$ cat config.mk
export PLATFORM = sky130hd
export DESIGN_NAME = fp_cmd_sequencer
export DESIGN_NICKNAME = d
export VERILOG_FILES = /design/src/rtl/fp_seq_pkg.sv /design/src/rtl/fp_seq_fifo.sv /design/src/rtl/fp_cmd_sequencer.sv
export SDC_FILE = /design/constraint.sdc
export NUM_CORES = 1
export LEC_CHECK = 0
export CAP_MARGIN = 40
export CORE_MARGIN = 2
export CORE_UTILIZATION = 58
export DETAILED_ROUTE_END_ITERATION = 8
export GPL_TIMING_DRIVEN = 1
export PLACE_DENSITY = 0.88
export RECOVER_POWER = 50
export SYNTH_ARGS = -nofsm -noshare
export SYNTH_HDL_FRONTEND = slang
export SYNTH_SLANG_ARGS = --single-unit
export TNS_END_PERCENT = 100
$ cat constraint.sdc
create_clock -name clk -period 4.7 [get_ports clk]
set_input_delay 0.94 -clock clk [delete_from_list [all_inputs] [get_ports clk]]
set_output_delay 0.94 -clock clk [all_outputs]
set_load 0.1 [all_outputs]
$ cat src/rtl/fp_seq_pkg.sv
// Shared types for the fixed-point command sequencer: data constants, opcode,
// command record and sequencer state encoding.
package fp_seq_pkg;

   localparam int FP_N = 32;   // operand/result width, sign-magnitude
   localparam int FP_Q = 15;   // fraction bits

   typedef enum logic [1:0] {
      OP_ADD = 2'd0,
      OP_SUB = 2'd1,
      OP_MUL = 2'd2,
      OP_DIV = 2'd3
   } opcode_t;

   typedef struct packed {
      logic [FP_N-1:0] a;
      logic [FP_N-1:0] b;
      opcode_t         op;
   } cmd_t;

   typedef enum logic [2:0] {
      S_IDLE,
      S_ISSUE,
      S_WAIT,
      S_RESP,
      S_DRAIN
   } state_t;

   function automatic cmd_t make_cmd(input logic [FP_N-1:0] a,
                                     input logic [FP_N-1:0] b,
                                     input logic [1:0]      op);
      cmd_t c;
      c.a  = a;
      c.b  = b;
      c.op = opcode_t'(op);
      return c;
   endfunction

endpackage

$ cat src/rtl/fp_seq_fifo.sv
// Synchronous FIFO of sequencer commands with full/empty/occupancy.
// DEPTH must be a power of two (pointers wrap naturally), minimum 2.
module fp_seq_fifo
   import fp_seq_pkg::*;
#(
   parameter int DEPTH = 4
)(
   input  logic                   clk,
   input  logic                   rst_n,
   input  logic                   push,
   input  logic                   pop,
   input  cmd_t                   wdata,
   output cmd_t                   rdata,
   output logic                   full,
   output logic                   empty,
   output logic [$clog2(DEPTH):0] count
);

   localparam int AW = $clog2(DEPTH);

   if (DEPTH < 2 || (DEPTH & (DEPTH - 1)) != 0) begin : g_bad_depth
      $error("fp_seq_fifo: DEPTH must be a power of two and at least 2");
   end

   cmd_t          mem [DEPTH];
   logic [AW-1:0] wr_ptr;
   logic [AW-1:0] rd_ptr;
   logic          do_push;
   logic          do_pop;

   assign do_push = push && !full;
   assign do_pop  = pop && !empty;

   // NOTE: storage has no reset; an entry is only ever read after being written, and count alone defines validity.
   always_ff @(posedge clk) begin
      if (do_push) mem[wr_ptr] <= wdata;
   end

   // NOTE: all sequential state uses non-blocking assignments so every flop samples pre-edge values.
   always_ff @(posedge clk or negedge rst_n) begin
      if (!rst_n) begin
         wr_ptr <= '0;
         rd_ptr <= '0;
         count  <= '0;
      end else begin
         if (do_push) wr_ptr <= wr_ptr + 1'b1;
         if (do_pop)  rd_ptr <= rd_ptr + 1'b1;
         case ({do_push, do_pop})
            2'b10:   count <= count + 1'b1;
            2'b01:   count <= count - 1'b1;
            default: ;
         endcase
      end
   end

   assign full  = (count == (AW+1)'(DEPTH));
   assign empty = (count == '0);
   assign rdata = mem[rd_ptr];

endmodule

$ cat src/rtl/fp_cmd_sequencer.sv
// Issue stage for the fixed-point unit: queues commands, issues one at a time,
// returns each result on a valid/ready port. Optional watchdog: FP_SEQ_TIMEOUT_EN.
module fp_cmd_sequencer
   import fp_seq_pkg::*;
#(
   parameter int N           = FP_N,
   parameter int Q           = FP_Q,
   parameter int DEPTH       = 4,
   parameter int TIMEOUT_CYC = 64
)(
   input  logic                   clk,
   input  logic                   rst_n,
   input  logic                   cmd_valid,
   output logic                   cmd_ready,
   input  logic [N-1:0]           cmd_a,
   input  logic [N-1:0]           cmd_b,
   input  logic [1:0]             cmd_op,
   output logic [N-1:0]           alu_a,
   output logic [N-1:0]           alu_b,
   output logic [1:0]             alu_opcode,
   output logic                   alu_start,
   input  logic [N-1:0]           alu_c,
   input  logic                   alu_done,
   output logic                   rsp_valid,
   input  logic                   rsp_ready,
   output logic [N-1:0]           rsp_c,
   output logic [1:0]             rsp_op,
   output logic                   rsp_err,
   output logic                   busy,
   output logic [$clog2(DEPTH):0] fifo_count
);

   if (N != FP_N) begin : g_bad_n
      $error("fp_cmd_sequencer: N must match the packaged command width");
   end
   if (Q <= 0 || Q >= N) begin : g_bad_q
      $error("fp_cmd_sequencer: Q must leave room for sign and integer bits");
   end
   if (TIMEOUT_CYC < 1) begin : g_bad_timeout
      $error("fp_cmd_sequencer: TIMEOUT_CYC must be positive");
   end

   state_t state;
   cmd_t   head;
   logic   fifo_full;
   logic   fifo_empty;
   logic   do_pop;
   logic   ready_en;
   logic   expired;

   // Held low through reset and released one edge later so cmd_ready reads 0 while in reset.
   always_ff @(posedge clk or negedge rst_n) begin
      if (!rst_n) ready_en <= 1'b0;
      else        ready_en <= 1'b1;
   end

   assign cmd_ready = ready_en && !fifo_full;
   assign do_pop    = (state == S_IDLE) && !fifo_empty;
   assign busy      = (state != S_IDLE) || !fifo_empty;

   fp_seq_fifo #(
      .DEPTH (DEPTH)
   ) u_fifo (
      .clk   (clk),
      .rst_n (rst_n),
      .push  (cmd_valid && cmd_ready),
      .pop   (do_pop),
      .wdata (make_cmd(cmd_a, cmd_b, cmd_op)),
      .rdata (head),
      .full  (fifo_full),
      .empty (fifo_empty),
      .count (fifo_count)
   );

`ifdef FP_SEQ_TIMEOUT_EN
   localparam int CW = $clog2(TIMEOUT_CYC + 1);
   logic [CW-1:0] wait_cnt;

   // Zero in the first WAIT cycle, so expiry falls after exactly TIMEOUT_CYC WAIT cycles.
   always_ff @(posedge clk or negedge rst_n) begin
      if (!rst_n)                 wait_cnt <= '0;
      else if (state == S_ISSUE)  wait_cnt <= '0;
      else if (state == S_WAIT)   wait_cnt <= wait_cnt + 1'b1;
   end

   assign expired = (state == S_WAIT) && (wait_cnt == CW'(TIMEOUT_CYC - 1));
`else
   assign expired = 1'b0;
`endif

   always_ff @(posedge clk or negedge rst_n) begin
      if (!rst_n) begin
         state      <= S_IDLE;
         alu_a      <= '0;
         alu_b      <= '0;
         alu_opcode <= '0;
         alu_start  <= 1'b0;
         rsp_valid  <= 1'b0;
         rsp_c      <= '0;
         rsp_op     <= '0;
         rsp_err    <= 1'b0;
      end else begin
         alu_start <= 1'b0;
         case (state)
            S_IDLE: begin
               if (!fifo_empty) begin
                  alu_a      <= head.a;
                  alu_b      <= head.b;
                  alu_opcode <= head.op;
                  alu_start  <= 1'b1;
                  state      <= S_ISSUE;
               end
            end
            // A done seen here belongs to nothing we issued yet, so it is not examined.
            S_ISSUE: state <= S_WAIT;
            S_WAIT: begin
               if (alu_done || expired) begin
                  rsp_c     <= alu_done ? alu_c : '0;
                  rsp_err   <= !alu_done;
                  rsp_op    <= alu_opcode;
                  rsp_valid <= 1'b1;
                  state     <= S_RESP;
               end
            end
            S_RESP: begin
               if (rsp_ready) begin
                  rsp_valid <= 1'b0;
                  state     <= alu_done ? S_DRAIN : S_IDLE;
               end
            end
            // Wait out a still-high done level so it cannot complete the next command.
            S_DRAIN: if (!alu_done) state <= S_IDLE;
            default: state <= S_IDLE;
         endcase
      end
   end

endmodule

==> impl_metrics.yaml <==
clock_network:
  cts.repair.resized: 0
  cts_buffers: 38
  cts_root_buf: "clkbuf_16"
  cts_tree: "yes"
  htreeDepth: 2
  insertion_delay_ns: 0.52
  cts.reportedPaths.clkPinSlew_ns: 0.06
  cts_max_path_buffers: 3
  cts_setup_buffers: 0
  hold_buffers: 0
  cts_sinks: 378
yosys:
  syn_area_um2: 13900
  ys_async_sr_fraction_pct: 30.2
  yosys_warnings: 0
  yosysTopAreaCellShare_pct: 56.9
  yosysTopAreaCell: "edfxtp_1"
  seq_area_frac_synth_pct: 77.4
  ys_top_cells_by_area: "edfxtp_1 (57%), dfrtp_1 (20%), mux4_2 (11%)"
  yosys-top-cells-count: "edfxtp_1 (264), dfrtp_1 (114), mux2_2 (102)"
  yosysMostFrequentCell: "edfxtp_1"
  netlist_instances: 618
  yosysUniqueCellTypes: 31
  ys_ff_latch: 378
  syn_nets: 727
  syn_avg_cell_area_um2: 22.5
  ys.flop_type: "edfxtp_1"
  synth_edf_count: 264
floorplan:
  io_pins: 211
  die-height_um: 159
  core_area_um2: 23500
  die_area_um2: 25300
  fp.dieW_um: 159
  initial_utilization_pct: 59.1
  row_count: 56
placement:
  place_area_um2: 18200
  pre_cts_ws_ns: 1.51
  gp_congestion: 0.765
  dp_hpwl_um: 19900
  port_buffers: 210
global_route:
  grt_use_total_pct: 24.7
  grt.overflow.total: 0
  grt_max_degree: 57
  grt_pass1_vias: 7944
  grt_pass1_wl_um: 47100
  antenna_found_initial: 3
final_layout:
  drive_gt1_share_pct: 35.1
  area_delta_synth_final_pct: 39.0
  final_area_um2: 19300
  nets: 1072
  multi_input_comb_area_um2: 2960
  seqCellArea_um2: 10800
  fillers: 1098
worst_setup_path:
  rr_worst_depth: 5
  crit_end: "busy"
  rr_startpoint: "u_fifo.count[2]"
  crit_path_cell_trace: "or3_1 > nand2b_1 > clkdlybuf4s50_1 > buf_8"
  crit_start: "u_fifo.count[2]"
  r2r-end: "alu_b[5]"
  critPathMaxFanout: 5
  slowest_delay_ns: 0.50
  worstSetupPathType: "flop to output port"
  crit_arrival_ns: 2.34
  reg2reg_slack_ns: 1.60
  worstPathRequired_ns: 3.76
  slowest_stage: "or3_1"
  end_kind: "output port"
  crit_path_start_kind: "flop"
status:
  violations: "max-capacitance violations, max-slew violations"
  status: "finished, violations left"
run:
  drv_cap: 3
sta:
  min_period_ns: 3.28
  skew_ns: 0.0155
  tns_ns: 0
  fin_crit_sh_pct: 69.8
  tightest_slew_ns: 2.15
  setup_violations: 0
  slew_headroom_pct: -43.6
  hold_slack_ns: 0.482
  drv_slew: 98
  fmax_ghz: 0.305
  rsz0062_at_grt: "no"
  hold_viol: 0
  setup_ws_ns: 1.42
detailed_routing:
  drc: 0
  drt-pass1-iter-count: 5
  vias: 7237
  ant_nets: 0
  routed_wirelength_um: 30600
  avgViaCountPerCell: 5.51
  routedWlPerCell_um: 23.3
  dr.first_iter.drc_count: 394
hold_path:
  hold_path_class: "primary input to asynchronous set/reset pin"
[cell families (layout without fill, tap and decap cells)]
group	after synthesis	after routing	share of synthesized area [%]
DFF	378	378	77.4
adders and majority gates	6	6	0.593
and+or+nand+nor	22	22	0.908
buffers and inverters	30	403	1.38
xor gates and xnor gates	6	6	0.377
muxes	168	168	18.9
other	1	5	0.0269
AOI/OAI and AO/OA	7	7	0.342
[worst min path at each step]
stage | from | end | slack, ns | cells past startpoint
after floorplan | state[2] | state[0] | 0.48 | 1
after global placement | alu_b[15] | alu_b[15] | 0.49 | 1
after detailed placement | alu_b[15] | alu_b[15] | 0.49 | 1
after CTS | alu_b[2] | alu_b[2] | 0.50 | 1
after global routing | alu_a[18] | alu_a[18] | 0.52 | 1
final | rst_n | rsp_op[0] | 0.48 | 1
[layer usage]
layer / vias up / global-route usage (%) / routed length [µm]
li1: 3162 / - / -
met1: 3707 / 30.3 / 11500
met2: 300 / 44.1 / 16400
met3: 68 / 4.70 / 1690
met4: 0 / 9.38 / 1020
met5: - / 0 / 0
[cell usage in the layout, fill, tap and decap left out, types with 5 or more instances in the layout]
cell / instances
edfxtp_1: 264
buf_8: 101
clkbuf_8: 7
mux4_2: 66
clkinv_2: 7
xnor2_1: 5
clkdlybuf4s50_1: 140
clkbuf_16: 39
mux2_2: 101
dlygate4sd3_1: 69
clkbuf_1: 14
dfrtp_1: 112
ha_1: 5
buf_16: 10
[flip-flops by register name, summed over array words and instances, names as in the netlist]
name and cells:
rsp_valid 1, alu_a 32, alu_start 1, rsp_c 32
state 3, alu_b 32, u_fifo.wr_ptr 2, u_fifo.count 3
u_fifo.mem 264, rsp_err 1, ready_en 1, u_fifo.rd_ptr 2
rsp_op 2, alu_opcode 2
[metrics by stage]
step | cells | utilization (%)
6_report | 1314 | 82.2
5_1_grt | 1312 | 82.2
4_1_cts | 1310 | 82.2
3_5_place_dp | 1242 | 77.2
3_3_place_gp | 1127 | 69.3
2_1_floorplan | 618 | -
[layout make-up]
class,count,share of cell area (%)
multi-input combinational,210,15.3
antenna,4,0.0517
sequential,378,55.8
clock inverter,13,0.375
timing repair buffer,331,20.7
clock buffer,55,5.72
tap,319,2.06
inverter,4,0.0776
[critical path: cells and delay by family (launching register included)]
family	cells	cell delay (ns)
buffers and inverters	2	0.69
AND/OR/NAND/NOR	2	0.72
flip-flops	1	0.42
Power is not shown: default switching activity piles up to over one toggle a cycle in this logic, so the estimate is an artifact.
